===== config.mk =====
export PLATFORM = sky130hd
export DESIGN_NAME = pwm_duty_capture
export DESIGN_NICKNAME = d
export VERILOG_FILES = /design/src/rtl/pwm_duty_capture.sv
export SDC_FILE = /design/constraint.sdc
export NUM_CORES = 1
export LEC_CHECK = 0
export CAP_MARGIN = 20
export CORE_MARGIN = 10
export CORE_UTILIZATION = 30
export CTS_BUF_LIST = sky130_fd_sc_hd__clkbuf_4
export CTS_CLUSTER_SIZE = 10
export DETAILED_ROUTE_END_ITERATION = 16
export GPL_TIMING_DRIVEN = 0
export SLEW_MARGIN = 15
export SYNTH_ARGS = -nofsm -noshare
export SYNTH_HDL_FRONTEND = slang
export SYNTH_SLANG_ARGS = --single-unit

===== constraint.sdc =====
create_clock -name clk -period 2.6 [get_ports clk]
set_input_delay 0.26 -clock clk [delete_from_list [all_inputs] [get_ports clk]]
set_output_delay 0.26 -clock clk [all_outputs]
set_load 0.01 [all_outputs]

===== src/rtl/pwm_duty_capture.sv =====
// PWM input capture: measures period and high time of an asynchronous PWM pin
// and converts them to a BIT_WIDTH duty value with a serial restoring divider.
module pwm_duty_capture #(
    parameter int BIT_WIDTH = 12,
    parameter int PWM_FREQ  = 1000,
    parameter int SYS_FREQ  = 50000000,
    parameter int CNT_WIDTH = 32
) (
    input  logic                 clk,
    input  logic                 reset_n,
    input  logic                 pwm_in,
    output logic [BIT_WIDTH-1:0] duty,
    output logic [CNT_WIDTH-1:0] period,
    output logic                 duty_valid,
    output logic                 stuck,
    output logic                 overrun
);

    localparam logic [CNT_WIDTH-1:0] TIMEOUT_CNT = CNT_WIDTH'(2 * SYS_FREQ / PWM_FREQ);
    localparam int STEP_W = (BIT_WIDTH > 1) ? $clog2(BIT_WIDTH) : 1;

    localparam logic [0:0] WAIT_RISE = 1'b0;
    localparam logic [0:0] MEAS      = 1'b1;

    logic [2:0]           sync_q;
    logic                 rise;
    logic                 fall;
    logic [0:0]           state;
    logic [CNT_WIDTH-1:0] cnt;
    logic [CNT_WIDTH-1:0] high_q;
    logic [CNT_WIDTH-1:0] period_q;
    logic [CNT_WIDTH:0]   rem;
    logic [CNT_WIDTH:0]   rem_sh;
    logic [CNT_WIDTH:0]   rem_nxt;
    logic [BIT_WIDTH-1:0] quo;
    logic [BIT_WIDTH-1:0] quo_nxt;
    logic [STEP_W-1:0]    step;
    logic                 busy;
    logic                 last_step;
    logic                 ge;

    // sync_q[1] is the synchronized level; sync_q[2] is its one-cycle delay
    assign rise      = sync_q[1] & ~sync_q[2];
    assign fall      = ~sync_q[1] & sync_q[2];
    assign last_step = (step == STEP_W'(BIT_WIDTH - 1));

    always_comb begin
        rem_sh  = rem << 1;
        ge      = (rem_sh >= {1'b0, period_q});
        rem_nxt = ge ? (rem_sh - {1'b0, period_q}) : rem_sh;
        quo_nxt = (quo << 1) | BIT_WIDTH'(ge);
    end

    always_ff @(posedge clk or negedge reset_n) begin
        if (!reset_n) begin
            sync_q <= '0;
        end else begin
            sync_q <= {sync_q[1:0], pwm_in};
        end
    end

    always_ff @(posedge clk or negedge reset_n) begin
        if (!reset_n) begin
            state      <= WAIT_RISE;
            cnt        <= '0;
            high_q     <= '0;
            period_q   <= '0;
            rem        <= '0;
            quo        <= '0;
            step       <= '0;
            busy       <= 1'b0;
            duty       <= '0;
            period     <= '0;
            duty_valid <= 1'b0;
            stuck      <= 1'b0;
            overrun    <= 1'b0;
        end else begin
            duty_valid <= 1'b0;

            if (rise) begin
                cnt <= CNT_WIDTH'(1);
            end else if (cnt != TIMEOUT_CNT) begin
                cnt <= cnt + CNT_WIDTH'(1);
            end

            if (busy) begin
                rem  <= rem_nxt;
                quo  <= quo_nxt;
                step <= step + STEP_W'(1);
                if (last_step) begin
                    busy       <= 1'b0;
                    duty       <= quo_nxt;
                    period     <= period_q;
                    duty_valid <= 1'b1;
                    stuck      <= 1'b0;
                end
            end

            // Later assignments below deliberately override the divider update:
            // a timeout discards any in-flight result.
            case (state)
                WAIT_RISE: begin
                    if (rise) begin
                        state <= MEAS;
                    end
                end
                MEAS: begin
                    if (fall) begin
                        high_q <= cnt;
                    end
                    if (rise) begin
                        if (!busy) begin
                            period_q <= cnt;
                            rem      <= {1'b0, high_q};
                            quo      <= '0;
                            step     <= '0;
                            busy     <= 1'b1;
                        end else begin
                            overrun <= 1'b1;
                        end
                    end else if (cnt == TIMEOUT_CNT) begin
                        state      <= WAIT_RISE;
                        busy       <= 1'b0;
                        duty       <= {BIT_WIDTH{sync_q[1]}};
                        period     <= '0;
                        stuck      <= 1'b1;
                        duty_valid <= 1'b1;
                    end
                end
                default: state <= WAIT_RISE;
            endcase
        end
    end

endmodule


-- Word level (Yosys, flattened, before mapping)
Cells that the tools add are included.
- $add $sub $neg: 3
- multipliers: 0
- div/mod/pow operators: 0
- magnitude comparators: 1
- eq/ne operators: 3
- shift-type cells: 0
- mux-type cells: 45
- bitwise gates (word level): 7
- reduce and logical (&&, ||, !) cells: 4
- operator list (kind ; count):
    32-bit 2-to-1 mux ; 7
    33-bit 2-to-1 mux ; 5
    12-bit 2-to-1 mux ; 9
    33-bit by 32-bit greater-or-equal comparator with 1-bit output ; 1
    33-bit by 32-bit subtractor with 33-bit output ; 1
    32-bit by 1-bit adder with 32-bit output, second input constant ; 1
    32-bit by 17-bit equality test with 1-bit output, second input constant ; 1
    32-bit by 17-bit != test with 1-bit output, second input constant ; 1
    1-bit 2-to-1 mux ; 19
    4-bit 2-to-1 mux ; 4
    12-bit by 1-bit OR with 12-bit output ; 1
    3-bit AND reduction ; 2
    4-bit by 1-bit adder with 4-bit output, second input constant ; 1
    4-bit equality test, second input constant ; 1
    1-bit NOT ; 4
    1-bit AND ; 2
    1-bit one-hot mux with 2 select lines ; 1
    2-bit AND reduction ; 1
    2-bit nonzero test ; 1
- bits in registers: 197
- bits in latches: 0
- RAM bits: 0
- ROM bits: 0
- output and inout port bits: 47
- memories kept: 0

-- Logic depth before layout (Yosys ltp)
- depth after elaboration: 7
- gate-level depth with buffers: 13
- depth with buffers taken out: 11

-- Worst setup path before layout
OpenSTA, ideal clock, no wires.
- path kind: reg-to-reg
- start: register period_q[22]
- end: register rem[31]
- setup time: 0.129 ns
- arrival: 2.512 ns
- slack: -0.041 ns
- stages on the path, launching flop included: 13
- path buffers: 1
- period minus slack after synthesis: 2.641 ns
- cells stage by stage: dfrtp_1 -> inv_1 -> ha_1 -> buf_2 -> a21o_1 -> a21o_1 -> a21o_1 -> or3_1 -> a2111oi_2 -> nor3_1 -> nor2b_2 -> mux2i_1 -> nor3_2
- cells in the longest elaborated chain, start to end: 6
- elaborated cells between the ends (all ways): 7
- those cells by class: 1 x add/sub; 1 x order compare; 5 x mux
- RTL lines (item ; line ; text):
    start, declared ; 31 ; logic [CNT_WIDTH-1:0] period_q;
    start signal, assigned ; 113 ; period_q <= cnt;
    33-bit by 32-bit subtractor with 33-bit output or 33-bit by 32-bit greater-or-equal comparator with 1-bit output (tied branches) ; 50, 49 ;
    33-bit 2-to-1 mux (*) ; 50 ; rem_nxt = ge ? (rem_sh - {1'b0, period_q}) : rem_sh;
    33-bit 2-to-1 mux (*) ; 86 ; if (busy) begin
    33-bit 2-to-1 mux ; 112 ; if (!busy) begin
    33-bit 2-to-1 mux ; 111 ; if (rise) begin
    33-bit 2-to-1 mux (*) ; 101 ; case (state)
    end signal, assigned ; 87 ; rem <= rem_nxt;
    end signal, assigned ; 114 ; rem <= {1'b0, high_q};
    end, declared ; 32 ; logic [CNT_WIDTH:0] rem;
Mark *: on every way between the ends. The rest lies on a longest branch, timed or not.
A chain may end at the register's enable or synchronous reset.

-- Final worst setup path
- start: register period_q[1]
- end: register rem[28]
The elaborated chain is that of the path after synthesis.

==> results.json <==
{
  "first_pass_iters": 5,
  "cts_tree": "done",
  "core_sq_mm": 0.0335,
  "worstPathArrival_ps": 3360,
  "max_slew.worst_pin.slew_ps": 888,
  "post-synth-top-area-cell": "dfrtp_1",
  "synth_cell_types": 55,
  "final_area_sq_mm": 0.0125,
  "power_density_mw_per_mm2": 1030,
  "violations": "setup timing",
  "end_kind": "flop",
  "p_leak_nw": 5.39,
  "grtUsageTotal_pct": 14.3,
  "drtIter0Drc": 561,
  "switching_share_pct": 42.7,
  "drcViolationCount": 0,
  "slowest_stage": "dfrtp_1",
  "maxCapViolCount": 0,
  "synth.area.top_cells": "dfrtp_1 48%, nand2_1 6.3%, ha_1 4.4%, a21oi_1 4.2%, mux2i_1 4.1%",
  "finalPower_mw": 12.8,
  "synthArstFlopShare_pct": 100,
  "synth_area_sq_mm": 0.0102,
  "io_pins": 50,
  "place_congestion": 0.941,
  "port_buffers": 49,
  "synth_edf_count": 0,
  "regToRegSetupSlack_ps": -250,
  "routed_wirelength_um": 29200,
  "wl_per_cell_um": 17.9,
  "hp-class": "input port to asynchronous set/reset pin",
  "final_layout_size_suffix_gt1_share_pct": 17.3,
  "synth_common_cells": "195 x dfrtp_1, 170 x nand2_1, 86 x a21oi_1",
  "yosysMostFrequentCell": "dfrtp_1",
  "finalHoldViolCount": 0,
  "layout_setup_ws_ps": -253,
  "die_h_um": 204,
  "synth_warnings": 0,
  "regArea_sq_mm": 0.00488,
  "grt_pass1_wl_um": 47300,
  "required_ps": 3110,
  "final.period_utilization_pct": 110,
  "comb_power_share_pct": 55.6,
  "critical_path.cell_chain": "inv_2, ha_4, ha_4, nand4_1, nor4_4, a311o_1, a2111oi_4, o21ai_4, buf_12, buf_12, nor4bb_4, nor3_2",
  "min_period_ps": 2850,
  "start_util_pct": 30.4,
  "seq_area_frac_synth_pct": 47.9,
  "nets": 1209,
  "finalMaxSlewViolations": 0,
  "internal_power_mw": 7.34,
  "ant_nets": 0,
  "criticalPathCategory": "flop to flop",
  "synth_cells": 1070,
  "hpwl_um": 21000,
  "cts.clk_slew.worst_paths_ps": 190,
  "clock.fmax_mhz": 351,
  "clockRootBuffer": "clkbuf_4",
  "grt_max_degree": 90,
  "r2r_end": "rem[28]",
  "r2r_start": "period_q[1]",
  "clock_latency_ps": 640,
  "synth_top_area_share_pct": 47.9,
  "cts.sinks": 195,
  "ys.flop_type": "dfrtp_1",
  "viasPerCell": 5.09,
  "yosys_register_bits": 195,
  "nFillCells": 3366,
  "grt_pass1_vias": 8444,
  "grt.overflow.total": 0,
  "setup_viol": 34,
  "maxSlewHeadroom_pct": 40.8,
  "syn-num-nets": 1110,
  "outcome": "complete, but fails checks",
  "slowest_delay_ps": 480,
  "syn_avg_cell_area_sq_um": 9.53,
  "std_cell_rows": 67,
  "antenna_found_initial": 1,
  "num_vias": 8303,
  "ff2ff_path_depth": 12,
  "htreeDepth": 4,
  "ir_worst_vdd_uv": 440,
  "dpl_worst_slack_ps": -659,
  "numCtsBuffers": 17,
  "fp.dieW_um": 204,
  "multiInputGateArea_sq_mm": 0.00541,
  "finClkSkew_ps": 44.3,
  "area_growth_pct": 22.3,
  "power.share.sequential_pct": 32.6,
  "crit_path_start_kind": "flop",
  "dpl-instance-area_sq_mm": 0.0113,
  "rsz0062_at_grt": "true",
  "cp_max_fo": 6,
  "p_switching_mw": 5.47,
  "die_area_sq_mm": 0.0418,
  "clockBufferDepth": 2,
  "p_clk_share_pct": 11.9
}
==> state kept, by name, indices dropped and copies added, names as in the netlist, 3 cells and up <==
register	count
sync_q	3
high_q	32
period	32
period_q	32
cnt	32
quo	11
step	4
rem	32
duty	12
==> power groups by stage <==
stage                     Sequential (mW)  Clock, mW  Combinational [mW]
after floorplan                      4.05          0                4.15
after detailed placement             4.16          0                5.58
final                                4.17       1.52                7.11
after global routing                 4.25       1.69                7.75
after global placement               4.16          0                5.51
after CTS                            4.14       1.56                6.76
==> worst max-delay path by stage <==
stage	startpoint	endpoint	slack, ps	cells past startpoint
global route	period_q[1]	rem[16]	-350	12
floorplan	period_q[22]	rem[18]	-10	12
global placement	reset_n	duty_valid	-7180	1
finish	period_q[1]	rem[28]	-250	12
detailed placement	period_q[21]	rem[24]	-660	12
CTS	rem[21]	rem[30]	-190	11
==> placed cells by master, fill, tap and decap left out, drive strengths merged, types with 25 or more instances in the layout <==
| cell | instances |
|---|---|
| clkbuf | 65 |
| nor2 | 53 |
| a21oi | 86 |
| mux2 | 32 |
| xnor2 | 29 |
| nand2 | 170 |
| mux2i | 42 |
| buf | 47 |
| and3 | 27 |
| clkdlybuf4s50 | 48 |
| dfrtp | 195 |
| o21ai | 100 |
| ha | 36 |
| inv | 44 |
| xor2 | 25 |
==> timing repair <==
item | in CTS | in global routing
setup endpoints to repair | 92 | 112
hold buffers | 1 | 0
gates resized for setup | 97 | 39
setup buffers | 29 | 4
pin swaps | 42 | 6
endpoints found under the hold margin | 195 | 0
gates cloned | 4 | 0
==> stage by stage <==
step           cells  setup TNS (ps)  hold WS [ps]  utilization [%]
2_1_floorplan   1070            -126         -35.6                -
3_3_place_gp    1567        -1430240           336             33.5
3_5_place_dp    1569          -36320           160             33.7
4_1_cts         1628           -4730          28.7             36.8
5_1_grt         1631           -9790          49.9             37.2
6_report        1631           -6660          59.8             37.2
==> layout make-up <==
| cell class | instances | area share, % |
|---|---|---|
| clock inverters | 14 | 0.823 |
| well taps | 448 | 4.50 |
| diodes | 1 | 0.0201 |
| flip-flops and latches | 195 | 39.2 |
| clock buffers | 18 | 1.08 |
| repair buffers | 87 | 7.42 |
| plain buffers | 56 | 2.39 |
| multi-input cells | 773 | 43.4 |
| inverters | 39 | 1.17 |
==> per-layer routing <==
layer	track usage (%)	up-vias	share of wire, %
met5	0	-	0
met1	18.0	4114	44
li1	-	3936	-
met4	5.08	0	2.3
met2	24.3	216	49
met3	2.19	37	5.0
==> kinds of logic (layout without fill, tap and decap cells) <==
logic type / after synthesis / after routing / synth area share (%)
AO/OA/AOI/OAI: 270 / 270 / 15.8
multiplexers: 74 / 74 / 7.66
AND/OR/NAND/NOR: 338 / 338 / 15.5
buffers and inverters: 102 / 214 / 3.93
adder cells (fa/ha/maj): 37 / 37 / 4.61
flip-flops: 195 / 195 / 47.9
XOR/XNOR: 54 / 54 / 4.64
other: 0 / 1 / 0
==> worst max-delay path: cells and delay by family (launching register included) <==
family          cells  cell delay (ps)
flops               1              480
buf+inv             3              400
fa+ha+maj           2              400
compound gates      3              620
simple gates        4              790
Power figures use the tool's default switching activity.
